<file path="src/rtl/hop_seq_pkg.sv">
// hop_seq_pkg: shared constants for the frequency-hop sequencer.
//   STATE_W            width of the sequencer state code
//   ST_*               state encodings (also visible on the state output)
//   DEF_START_PH_INC   default NCO increment for hop 0
//   DEF_HOP_DPH_INC    default increment step between consecutive hops
package hop_seq_pkg;
  localparam int STATE_W = 2;

  localparam logic [STATE_W-1:0] ST_IDLE      = 2'b00;
  localparam logic [STATE_W-1:0] ST_LOC_SYNCH = 2'b01;
  localparam logic [STATE_W-1:0] ST_HOP_SYNCH = 2'b10;
  localparam logic [STATE_W-1:0] ST_HOP_TX    = 2'b11;

  localparam int DEF_START_PH_INC = 8192;
  localparam int DEF_HOP_DPH_INC  = 131072;
endpackage

</file>
<file path="src/rtl/hop_seq_ctrl_if.sv">
// hop_seq_ctrl_if: control, configuration, table-write and status bundle of
// the hop sequencer.
//   master: drives start/abort/cfg_*/code_wr_*/hop_done, observes status
//   slave : the sequencer itself
//   status: hop_code, hop_idx, hop_phase_inc, hop_rst, tx_trig, busy,
//           seq_done, state
interface hop_seq_ctrl_if
  import hop_seq_pkg::*;
#(
  parameter int PHASE_WIDTH   = 24,
  parameter int CODE_WIDTH    = 32,
  parameter int HOP_IDX_WIDTH = 6
);
  logic                     start;
  logic                     abort;
  logic [HOP_IDX_WIDTH:0]   cfg_num_hops;
  logic [PHASE_WIDTH-1:0]   cfg_loc_len;
  logic [PHASE_WIDTH-1:0]   cfg_sync_len;
  logic                     cfg_loop;
  logic                     code_wr_en;
  logic [HOP_IDX_WIDTH-1:0] code_wr_addr;
  logic [CODE_WIDTH-1:0]    code_wr_data;
  logic                     hop_done;
  logic [CODE_WIDTH-1:0]    hop_code;
  logic [HOP_IDX_WIDTH-1:0] hop_idx;
  logic [PHASE_WIDTH-1:0]   hop_phase_inc;
  logic                     hop_rst;
  logic                     tx_trig;
  logic                     busy;
  logic                     seq_done;
  logic [STATE_W-1:0]       state;

  modport master (
    output start, abort, cfg_num_hops, cfg_loc_len, cfg_sync_len, cfg_loop,
           code_wr_en, code_wr_addr, code_wr_data, hop_done,
    input  hop_code, hop_idx, hop_phase_inc, hop_rst, tx_trig, busy,
           seq_done, state
  );

  modport slave (
    input  start, abort, cfg_num_hops, cfg_loc_len, cfg_sync_len, cfg_loop,
           code_wr_en, code_wr_addr, code_wr_data, hop_done,
    output hop_code, hop_idx, hop_phase_inc, hop_rst, tx_trig, busy,
           seq_done, state
  );
endinterface

</file>
<file path="src/rtl/hop_code_ram.sv">
// hop_code_ram: hop-code table, one write port and one registered read port.
//   clk, reset : clock, async active-high reset (read register only)
//   wr_en/wr_addr/wr_data : table write; addresses >= DEPTH are dropped
//   rd_addr/rd_data       : rd_data <= mem[rd_addr] every cycle
// The array itself is never reset so codes survive a sequencer reset.
module hop_code_ram #(
  parameter int CODE_WIDTH = 32,
  parameter int DEPTH      = 64,
  parameter int ADDR_WIDTH = 6
) (
  input  logic                  clk,
  input  logic                  reset,
  input  logic                  wr_en,
  input  logic [ADDR_WIDTH-1:0] wr_addr,
  input  logic [CODE_WIDTH-1:0] wr_data,
  input  logic [ADDR_WIDTH-1:0] rd_addr,
  output logic [CODE_WIDTH-1:0] rd_data
);
  localparam logic [ADDR_WIDTH:0] DEPTH_L = (ADDR_WIDTH+1)'(DEPTH);

  logic [CODE_WIDTH-1:0] mem [DEPTH];

  always_ff @(posedge clk) begin
    if (wr_en && ({1'b0, wr_addr} < DEPTH_L)) begin
      mem[wr_addr] <= wr_data;
    end
  end

  // Read-before-write: a same-address write this cycle is seen next cycle.
  always_ff @(posedge clk or posedge reset) begin
    if (reset) begin
      rd_data <= '0;
    end else begin
      rd_data <= mem[rd_addr];
    end
  end
endmodule

</file>
<file path="src/rtl/hop_seq_ctrl.sv">
// hop_seq_ctrl: frequency-hop sequencer.
//   clk, reset : clock, async active-high reset
//   bus        : hop_seq_ctrl_if.slave
//     start/abort, cfg_* (latched on accepted start), code_wr_* (table write),
//     hop_done (end of hop from the scan controller);
//     hop_code/hop_idx/hop_phase_inc (current hop), hop_rst (first
//     HOP_SYNCH cycle), tx_trig (LOC/HOP_SYNCH), busy, seq_done, state.
module hop_seq_ctrl
  import hop_seq_pkg::*;
#(
  parameter int PHASE_WIDTH   = 24,
  parameter int CODE_WIDTH    = 32,
  parameter int NUM_HOPS_MAX  = 64,
  parameter int HOP_IDX_WIDTH = 6,
  parameter logic [PHASE_WIDTH-1:0] START_PH_INC = PHASE_WIDTH'(DEF_START_PH_INC),
  parameter logic [PHASE_WIDTH-1:0] HOP_DPH_INC  = PHASE_WIDTH'(DEF_HOP_DPH_INC)
) (
  input  logic           clk,
  input  logic           reset,
  hop_seq_ctrl_if.slave  bus
);
  localparam logic [HOP_IDX_WIDTH:0] MAX_HOPS = (HOP_IDX_WIDTH+1)'(NUM_HOPS_MAX);

  logic [STATE_W-1:0]       state_q, state_d;
  logic [PHASE_WIDTH-1:0]   cnt_q;
  logic [HOP_IDX_WIDTH-1:0] idx_q;
  logic [PHASE_WIDTH-1:0]   ph_q;
  logic                     hop_rst_q, seq_done_q;
  logic [PHASE_WIDTH-1:0]   loc_len_q, sync_len_q;
  logic [HOP_IDX_WIDTH-1:0] last_idx_q;
  logic                     loop_q;
  logic                     start_ok, cnt_zero, last_hop;

  // Down-counter reload value: a phase of length 0 behaves as length 1.
  function automatic logic [PHASE_WIDTH-1:0] cnt_load(input logic [PHASE_WIDTH-1:0] len);
    return (len == '0) ? '0 : len - 1'b1;
  endfunction

  // Index of the final hop, with oversize hop counts clamped to the table depth.
  function automatic logic [HOP_IDX_WIDTH-1:0] last_idx(input logic [HOP_IDX_WIDTH:0] n);
    logic [HOP_IDX_WIDTH:0] c;
    c = (n > MAX_HOPS) ? MAX_HOPS : n;
    return HOP_IDX_WIDTH'(c - 1'b1);
  endfunction

  assign start_ok = bus.start && (bus.cfg_num_hops != '0);
  assign cnt_zero = (cnt_q == '0);
  assign last_hop = (idx_q == last_idx_q);

  always_comb begin
    state_d = state_q;
    if (bus.abort) begin
      state_d = ST_IDLE;
    end else begin
      case (state_q)
        ST_IDLE:      if (start_ok) state_d = ST_LOC_SYNCH;
        ST_LOC_SYNCH: if (cnt_zero) state_d = ST_HOP_SYNCH;
        ST_HOP_SYNCH: if (cnt_zero) state_d = ST_HOP_TX;
        ST_HOP_TX: begin
          if (bus.hop_done) begin
            if (!last_hop)    state_d = ST_HOP_SYNCH;
            else if (loop_q)  state_d = ST_LOC_SYNCH;
            else              state_d = ST_IDLE;
          end
        end
        default:              state_d = ST_IDLE;
      endcase
    end
  end

  always_ff @(posedge clk or posedge reset) begin
    if (reset) begin
      state_q    <= ST_IDLE;
      cnt_q      <= '0;
      idx_q      <= '0;
      ph_q       <= START_PH_INC;
      hop_rst_q  <= 1'b0;
      seq_done_q <= 1'b0;
    end else begin
      state_q    <= state_d;
      // Registered pulses line up with the first cycle of the state they mark.
      hop_rst_q  <= (state_d == ST_HOP_SYNCH) && (state_q != ST_HOP_SYNCH);
      seq_done_q <= (state_q == ST_HOP_TX) && (state_d == ST_IDLE) && !bus.abort;

      if (bus.abort) begin
        idx_q <= '0;
        ph_q  <= START_PH_INC;
      end else begin
        case (state_q)
          ST_IDLE: begin
            if (start_ok) begin
              idx_q <= '0;
              ph_q  <= START_PH_INC;
              cnt_q <= cnt_load(bus.cfg_loc_len);
            end
          end
          ST_LOC_SYNCH: cnt_q <= cnt_zero ? cnt_load(sync_len_q) : cnt_q - 1'b1;
          ST_HOP_SYNCH: if (!cnt_zero) cnt_q <= cnt_q - 1'b1;
          ST_HOP_TX: begin
            if (bus.hop_done) begin
              if (!last_hop) begin
                idx_q <= idx_q + 1'b1;
                ph_q  <= ph_q + HOP_DPH_INC;
                cnt_q <= cnt_load(sync_len_q);
              end else if (loop_q) begin
                idx_q <= '0;
                ph_q  <= START_PH_INC;
                cnt_q <= cnt_load(loc_len_q);
              end
            end
          end
          default: ;
        endcase
      end
    end
  end

  // Configuration snapshot; only read after the start that wrote it.
  always_ff @(posedge clk) begin
    if ((state_q == ST_IDLE) && start_ok && !bus.abort) begin
      loc_len_q  <= bus.cfg_loc_len;
      sync_len_q <= bus.cfg_sync_len;
      last_idx_q <= last_idx(bus.cfg_num_hops);
      loop_q     <= bus.cfg_loop;
    end
  end

  hop_code_ram #(
    .CODE_WIDTH (CODE_WIDTH),
    .DEPTH      (NUM_HOPS_MAX),
    .ADDR_WIDTH (HOP_IDX_WIDTH)
  ) u_ram (
    .clk     (clk),
    .reset   (reset),
    .wr_en   (bus.code_wr_en),
    .wr_addr (bus.code_wr_addr),
    .wr_data (bus.code_wr_data),
    .rd_addr (idx_q),
    .rd_data (bus.hop_code)
  );

  assign bus.state         = state_q;
  assign bus.hop_idx       = idx_q;
  assign bus.hop_phase_inc = ph_q;
  assign bus.hop_rst       = hop_rst_q;
  assign bus.seq_done      = seq_done_q;
  assign bus.busy          = (state_q != ST_IDLE);
  assign bus.tx_trig       = (state_q == ST_LOC_SYNCH) || (state_q == ST_HOP_SYNCH);
endmodule
</file>
<file path="src/flat_wrapper.sv">
// flat-port wrapper written by rule: the top's interface ports become plain ports
module hop_seq_ctrl_flat import hop_seq_pkg::*;
#(
  parameter int PHASE_WIDTH   = 24,
  parameter int CODE_WIDTH    = 32,
  parameter int NUM_HOPS_MAX  = 64,
  parameter int HOP_IDX_WIDTH = 6,
  parameter logic [PHASE_WIDTH-1:0] START_PH_INC = PHASE_WIDTH'(DEF_START_PH_INC),
  parameter logic [PHASE_WIDTH-1:0] HOP_DPH_INC  = PHASE_WIDTH'(DEF_HOP_DPH_INC)
)
  (clk, reset, bus_start, bus_abort, bus_cfg_num_hops, bus_cfg_loc_len, bus_cfg_sync_len, bus_cfg_loop, bus_code_wr_en, bus_code_wr_addr, bus_code_wr_data, bus_hop_done, bus_hop_code, bus_hop_idx, bus_hop_phase_inc, bus_hop_rst, bus_tx_trig, bus_busy, bus_seq_done, bus_state);
  hop_seq_ctrl_if #(.PHASE_WIDTH(PHASE_WIDTH), .CODE_WIDTH(CODE_WIDTH), .HOP_IDX_WIDTH(HOP_IDX_WIDTH)) bus_i ();
  input  logic clk;
  input  logic reset;
  input wire logic [$bits(bus_i.start)-1:0] bus_start;
  input wire logic [$bits(bus_i.abort)-1:0] bus_abort;
  input wire logic [$bits(bus_i.cfg_num_hops)-1:0] bus_cfg_num_hops;
  input wire logic [$bits(bus_i.cfg_loc_len)-1:0] bus_cfg_loc_len;
  input wire logic [$bits(bus_i.cfg_sync_len)-1:0] bus_cfg_sync_len;
  input wire logic [$bits(bus_i.cfg_loop)-1:0] bus_cfg_loop;
  input wire logic [$bits(bus_i.code_wr_en)-1:0] bus_code_wr_en;
  input wire logic [$bits(bus_i.code_wr_addr)-1:0] bus_code_wr_addr;
  input wire logic [$bits(bus_i.code_wr_data)-1:0] bus_code_wr_data;
  input wire logic [$bits(bus_i.hop_done)-1:0] bus_hop_done;
  output wire logic [$bits(bus_i.hop_code)-1:0] bus_hop_code;
  output wire logic [$bits(bus_i.hop_idx)-1:0] bus_hop_idx;
  output wire logic [$bits(bus_i.hop_phase_inc)-1:0] bus_hop_phase_inc;
  output wire logic [$bits(bus_i.hop_rst)-1:0] bus_hop_rst;
  output wire logic [$bits(bus_i.tx_trig)-1:0] bus_tx_trig;
  output wire logic [$bits(bus_i.busy)-1:0] bus_busy;
  output wire logic [$bits(bus_i.seq_done)-1:0] bus_seq_done;
  output wire logic [$bits(bus_i.state)-1:0] bus_state;
  assign bus_i.start = bus_start;
  assign bus_i.abort = bus_abort;
  assign bus_i.cfg_num_hops = bus_cfg_num_hops;
  assign bus_i.cfg_loc_len = bus_cfg_loc_len;
  assign bus_i.cfg_sync_len = bus_cfg_sync_len;
  assign bus_i.cfg_loop = bus_cfg_loop;
  assign bus_i.code_wr_en = bus_code_wr_en;
  assign bus_i.code_wr_addr = bus_code_wr_addr;
  assign bus_i.code_wr_data = bus_code_wr_data;
  assign bus_i.hop_done = bus_hop_done;
  assign bus_hop_code = bus_i.hop_code;
  assign bus_hop_idx = bus_i.hop_idx;
  assign bus_hop_phase_inc = bus_i.hop_phase_inc;
  assign bus_hop_rst = bus_i.hop_rst;
  assign bus_tx_trig = bus_i.tx_trig;
  assign bus_busy = bus_i.busy;
  assign bus_seq_done = bus_i.seq_done;
  assign bus_state = bus_i.state;
  hop_seq_ctrl #(.PHASE_WIDTH(PHASE_WIDTH), .CODE_WIDTH(CODE_WIDTH), .NUM_HOPS_MAX(NUM_HOPS_MAX), .HOP_IDX_WIDTH(HOP_IDX_WIDTH), .START_PH_INC(START_PH_INC), .HOP_DPH_INC(HOP_DPH_INC)) u_core (.clk(clk), .reset(reset), .bus(bus_i));
endmodule
</file>
<file path="config.mk">
export PLATFORM = sky130hd
export DESIGN_NAME = hop_seq_ctrl_flat
export DESIGN_NICKNAME = d
export VERILOG_FILES = /design/src/rtl/hop_seq_pkg.sv /design/src/rtl/hop_seq_ctrl_if.sv /design/src/rtl/hop_code_ram.sv /design/src/rtl/hop_seq_ctrl.sv /design/src/flat_wrapper.sv
export SDC_FILE = /design/constraint.sdc
export NUM_CORES = 2
export LEC_CHECK = 0
export CAP_MARGIN = 20
export CORE_MARGIN = 4
export CORE_UTILIZATION = 45
export CTS_CLUSTER_SIZE = 20
export DETAILED_ROUTE_END_ITERATION = 16
export DONT_BUFFER_PORTS = 1
export PLACE_DENSITY_LB_ADDON = 0.12
export SYNTH_ARGS = -nofsm -noshare
export SYNTH_HDL_FRONTEND = slang
export SYNTH_SLANG_ARGS = --single-unit
</file>
<file path="constraint.sdc">
create_clock -name clk -period 11.1 [get_ports clk]
set_input_delay 2.22 -clock clk [delete_from_list [all_inputs] [get_ports clk]]
set_output_delay 2.22 -clock clk [all_outputs]
set_load 0.01 [all_outputs]
</file>
# ---- After elaboration in Yosys (flattened, before gate mapping)
# Memory sizes are Yosys's and may differ from the RTL's. A register that Yosys moved wholly into a read port is not among the register bits.
# Cells that the tools add are included.
dict set report totals {
  register_bits 113
  ramBits 2048
  in_bits 100
  output_inout_bits 68
  wordCells 85
  n_memories 1
}
dict set report classes {
  n_addsub 7
  n_lt_le_gt_ge 1
  n_eq_ne 13
  mux 33
  bitwise_logic 1
  reduce_logical 19
}
# memory words word_bits rd rd_clocked_by_memory_dff write_ports line
set mem_list {}
lappend mem_list {u_core.u_ram.mem 64 32 1 1 1 hop_code_ram.sv:21} ;# logic [CODE_WIDTH-1:0] mem [DEPTH];
# operator n
set op_table {}
lappend op_table {{$mux W24} 14}
lappend op_table {{$logic_not A24 Y1} 4}
lappend op_table {{$pmux W24 S4} 1}
lappend op_table {{$sub A24 B1 Y24 const B} 4}
lappend op_table {{$pmux W24 S2} 1}
lappend op_table {{$mux W6} 6}
lappend op_table {{$add A24 B18 Y24 const B} 1}
lappend op_table {{$mux W2} 6}
lappend op_table {{$pmux W6 S2} 1}
lappend op_table {{$pmux W2 S4} 1}
lappend op_table {{$gt A7 B7 Y1 const B} 1}
lappend op_table {{$reduce_bool A7 Y1} 1}
lappend op_table {{$add A6 B1 Y6 const B} 1}
lappend op_table {{$eq A2 B2 Y1 const B} 3}
lappend op_table {{$eq A6 B6 Y1} 1}
lappend op_table {{$logic_and A1 B1 Y1} 6}
lappend op_table {{$ne A2 B2 Y1 const B} 3}
lappend op_table {{$ne A3 B2 Y1 const B} 2}
lappend op_table {{$sub A6 B1 Y6 const B} 1}
lappend op_table {{$reduce_and A5 Y1} 1}
lappend op_table {{$logic_not A2 Y1} 2}
lappend op_table {{$ne A4 B3 Y1 const B} 1}
lappend op_table {{$reduce_and A4 Y1} 1}
lappend op_table {{$mux W1} 3}
lappend op_table {{other kinds (8)} 8}

# ---- Longest topological paths before layout
dict set report depth {
  word_depth 8
  depth_mapped 11
  ltp_nobuf 9
}

# ---- Cells and area by module
# Synthesis repeated with hierarchy kept, for this count alone.
dict set report hier_totals {
  cells_unflattened 4154
  hier_area_um2 85411.9
}
# module instances cells_per_inst area_each_um2 seq_area_each_um2
set modules_own_cells {}
lappend modules_own_cells {hop_code_ram 1 3512 78963.2 62299.8}
lappend modules_own_cells {hop_seq_ctrl 1 642 6448.7 2703.8}

# ---- Worst setup path before layout
# No wires, ideal clock.
dict set report synth_path {
  path_kind {input to register}
  start {in bus_abort}
  end {reg u_core.last_idx_q[0], enable pin}
  setup_ns 0.535
  arrival_time_ns 6.230
  t_required_ns 10.565
  path_slack_ns 4.334
  stages 2
  path_buffers 1
  path_cell_list {clkbuf_1 nor3_1}
}
dict set report synth_between {
  elab_chain_cells 2
}
# item line
set synth_rtl {}
lappend synth_rtl {{from (decl)} flat_wrapper.sv:16} ;# input wire logic [$bits(bus_i.abort)-1:0] bus_abort;
lappend synth_rtl {{$logic_not A1 Y1} hop_seq_ctrl.sv:120} ;# if ((state_q == ST_IDLE) && start_ok && !bus.abort) begin
lappend synth_rtl {{$logic_and A1 B1 Y1} hop_seq_ctrl.sv:120}
lappend synth_rtl {{to (signal assigned)} hop_seq_ctrl.sv:123} ;# last_idx_q <= last_idx(bus.cfg_num_hops);
lappend synth_rtl {{to (decl)} hop_seq_ctrl.sv:30} ;# logic [HOP_IDX_WIDTH-1:0] last_idx_q;
# No other way between the ends.
# A chain may end at the register's enable or synchronous reset.

==> results by group <==
Worst setup path
  – R2r startpoint: u_core.bus.hop_idx[1]$_DFFE_PP0P_
  – Critical Path Fanout Max: between 50 and 60
  – Required @ worst endpoint: 11.82 ns
  – Reg2Reg Depth: 8
  – Crit path launch type: flop
  – Worst reg2reg setup slack: 6.00 ns
  – Worst setup path class: reg2reg
  – Reg-to-reg endpoint: u_core.u_ram.rd_data[29]$_DFF_PP0_
  – Worst Path Arrival: about 5.8 ns
  – CP endpoint kind: flop

Min path
  – Hold Path Depth: 2
  – Hold Crit Class: reg2reg
  – Hold_sp: u_core.bus.hop_phase_inc[13]$_DFFE_PP1P_
  – Worst Hold Path EP: u_core.bus.hop_phase_inc[13]$_DFFE_PP1P_

Route
  – Via-per-instance ratio: 6.206
  – DR WL/cell: about 34 µm
  – Vias: 44810
  – Total wire length: between 200 and 250 mm
  – Initial drt markers: 5397
  – Pre-Repair DR Iteration Count: 6
  – # DRC: 0
  – Routed Antenna Nets: 0

Die
  – Initial core utilization: 0.4538
  – Die area: a little under 200000 µm²
  – Die span in y: roughly 440 µm
  – Io pins: 168
  – Core area: 188400 µm²
  – Site row count: 159
  – Die width: between 400 and 500 µm

Synth
  – Post-synth cell types: 66
  – EDFF count, synth: 2103
  – Syn Inst Count: 4456
  – Ys async rst share: 0.03399
  – Yosys warns: 0
  – Largest area contributor in the netlist: edfxtp_1
  – Syn_area_per_cell: ~19 µm²
  – Synthesis-stage register bit count: 2177
  – Post-synth top flop: edfxtp_1
  – Synth top area share: 0.7386
  – Syn Std Cell Area: 85500 µm²
  – Area contributors post-synth: edfxtp_1, mux4_2, mux2i_1, o221ai_1, dfrtp_1
  – Register area share after synthesis: 0.7603

Clock network
  – Root buf cell: clkbuf_16
  – CTS hold repair buffers: 0
  – Worst-Skew Late Latency: 0.85 ns
  – Setup bufs post-CTS: 0
  – Post-CTS sizing: 0
  – Clock Path Buffers: 3
  – H-Tree Depth: 4
  – Clock sink count: 2177
  – Number of buffers created by CTS: 218
  – CTS tree: yes
  – Reg clk slew, reported paths: ~0.060 ns

STA
  – Final setup viols: 0
  – Slew @ Worst Pin: approximately 1.2 ns
  – Rel. slew slack: 0.1928
  – Max Clock Freq: 0.1962 GHz
  – Final Hold Viols: 0
  – Setup Skew: 0.03286 ns
  – Final min period: 5.097 ns
  – Final period util: 0.4592
  – Fin. max-slew vios: 0
  – Hold slack final: 0.5645 ns
  – RSZ-0062 raised after global routing: false
  – Setup TNS: 0 ns

Placement
  – Cells after DPL: a little under 7000
  – # port buffers: 0
  – GPL Wtd Cong: 0.8230
  – HPWL Detailed: 129.0 mm
  – Placed cell area: ~89000 µm²

Power and ir drop
  – Clock share of power: 0.428
  – Maximum vdd drop: 133.9 µV
  – PwrDens: 171.1 nW/µm²
  – Sw Share: 0.2003
  – Sw Pwr: 3.283 mW
  – Sequential share of power: 0.558
  – Comb pwr share: 0.014
  – Leakage: 28.04 nW
  – Internal cell power: between 10 and 15 mW

Finish
  – Final nets: 4645
  – Fin cells: 7220
  – Final core occ: 0.5084
  – FILL cells: roughly 15000
  – Share of cells above drive strength 1: 0.1690
  – Finished Cell Area: 95770 µm²
  – Layout area overhead: 12.02%

Global route
  – GRT Total Usage: 0.2498
  – First-pass GRT wire length: 346.7 mm
  – Vias in the first global route: 44130
  – Largest net degree at the start of global routing: 122
  – Initial antenna violation count: 13
  – Gr ovfl total: 0

Status
  – Outcome: finished clean

Run
  – Maximum Capacitance Violations: 0
cell type report:
cell class,instances,area (µm²),area share
clock buffer,287,5912,0.06173
antenna,8,20.02,0.0002090
sequential,2177,65020,0.6789
timing repair buffer,105,892.1,0.009315
clock inverter,118,833.3,0.008701
inverter,23,93.84,0.0009798
multi-input combinational,2007,19880,0.2075
tap,2495,3122,0.03259
flip-flops by register name, summed over array words and instances, names as in the netlist:
| name | flops |
|---|---|
| u_core.loop_q | 1 |
| u_core.last_idx_q | 6 |
| u_core.bus.state | 2 |
| u_core.bus.hop_idx | 6 |
| u_core.bus.hop_rst | 1 |
| u_core.bus.seq_done | 1 |
| u_core.u_ram.mem | 2048 |
| u_core.u_ram.rd_data | 32 |
| u_core.loc_len_q | 24 |
| u_core.bus.hop_phase_inc | 8 |
| u_core.cnt_q | 24 |
| u_core.sync_len_q | 24 |
cells in the mapped netlist, drive strengths merged, types with 4 or more instances:
cell type / number
buf: 93
and2: 8
dfrtp: 73
a21oi: 151
or4: 15
mux2i: 485
a31oi: 4
mux4: 303
o21ai: 39
a211oi: 4
nand3b: 7
nand2b: 8
or3: 14
o221ai: 245
nor2b: 6
o21a: 6
nand2: 162
o22a: 6
inv: 22
a22oi: 4
clkbuf: 171
o22ai: 128
a222oi: 17
ha: 13
nor4: 21
edfxtp: 2103
a2bb2oi: 6
nand4: 9
xnor2: 46
xor2: 42
nor3: 44
o31ai: 6
nand3: 28
nor2: 129
stage by stage:
step / worst slack [ns] / total power [mW]
floorplan: 4.334 / 9.457
global placement: 6.081 / 9.535
detailed placement: 6.024 / 9.537
CTS: 6.024 / 16.49
global route: 5.779 / 16.85
finish: 6.003 / 16.39
worst max-delay path by stage:
stage                                            startpoint                                 end
after floorplan                                   bus_abort      u_core.last_idx_q[0]$_DFFE_PP_
after global placement    u_core.bus.hop_idx[1]$_DFFE_PP0P_  u_core.u_ram.rd_data[29]$_DFF_PP0_
after detailed placement  u_core.bus.hop_idx[1]$_DFFE_PP0P_  u_core.u_ram.rd_data[29]$_DFF_PP0_
after CTS                 u_core.bus.hop_idx[1]$_DFFE_PP0P_  u_core.u_ram.rd_data[29]$_DFF_PP0_
after global routing      u_core.bus.hop_idx[1]$_DFFE_PP0P_   u_core.u_ram.rd_data[2]$_DFF_PP0_
final                     u_core.bus.hop_idx[1]$_DFFE_PP0P_  u_core.u_ram.rd_data[29]$_DFF_PP0_
layout by cell type, fill, tap and decap left out, types with 8 or more instances in the layout:
cell type / count
a21oi_1: 151
o21ai_0: 37
xnor2_1: 46
nand2_1: 161
o221ai_1: 245
clkbuf_1: 56
or4_1: 13
nor4_1: 21
nand4_1: 9
dfrtp_1: 67
clkbuf_16: 224
ha_1: 13
clkinv_2: 47
and2_1: 8
nor2_4: 60
nand3_1: 28
a222oi_1: 17
clkinv_1: 49
mux4_2: 303
bufinv_16: 9
nor3_1: 39
conb_1: 16
buf_12: 8
buf_4: 96
inv_1: 21
o22ai_1: 128
nor2_1: 69
mux2i_1: 485
diode_2: 8
edfxtp_1: 2103
xor2_1: 42
or3_1: 13
critical path, cell delays in order (launching register included):
cell and delay, ns:
dfrtp_4 1.07, buf_4 0.75, nand2b_4 0.46, buf_4 0.57, buf_4 0.78, o22ai_1 0.27, mux2i_1 0.18, a211oi_1 0.26
mux4_2 0.53
metal layers:
layer	track usage	share of wire
met3	0.05050	0.077
met1	0.3628	0.43
met5	0	0
met2	0.3947	0.47
met4	0.05393	0.020
cell families after synthesis:
group                      share of synthesized area
adders and majority gates                   0.001902
other                                     0.00004386
xor gates and xnor gates                    0.009015
buffers and inverters                        0.01361
and+or+nand+nor                              0.02543
AOI/OAI and AO/OA                            0.05311
DFF                                           0.7603
muxes                                         0.1366
power groups by stage:
stage	Combinational [mW]	Clock (mW)	Sequential [mW]
2_1_floorplan	0.151	0	9.31
3_3_place_gp	0.221	0	9.31
3_5_place_dp	0.221	0	9.32
4_1_cts	0.223	7.12	9.14
5_1_grt	0.241	7.47	9.15
6_report	0.222	7.02	9.14
(Power assumes the default switching activity.)
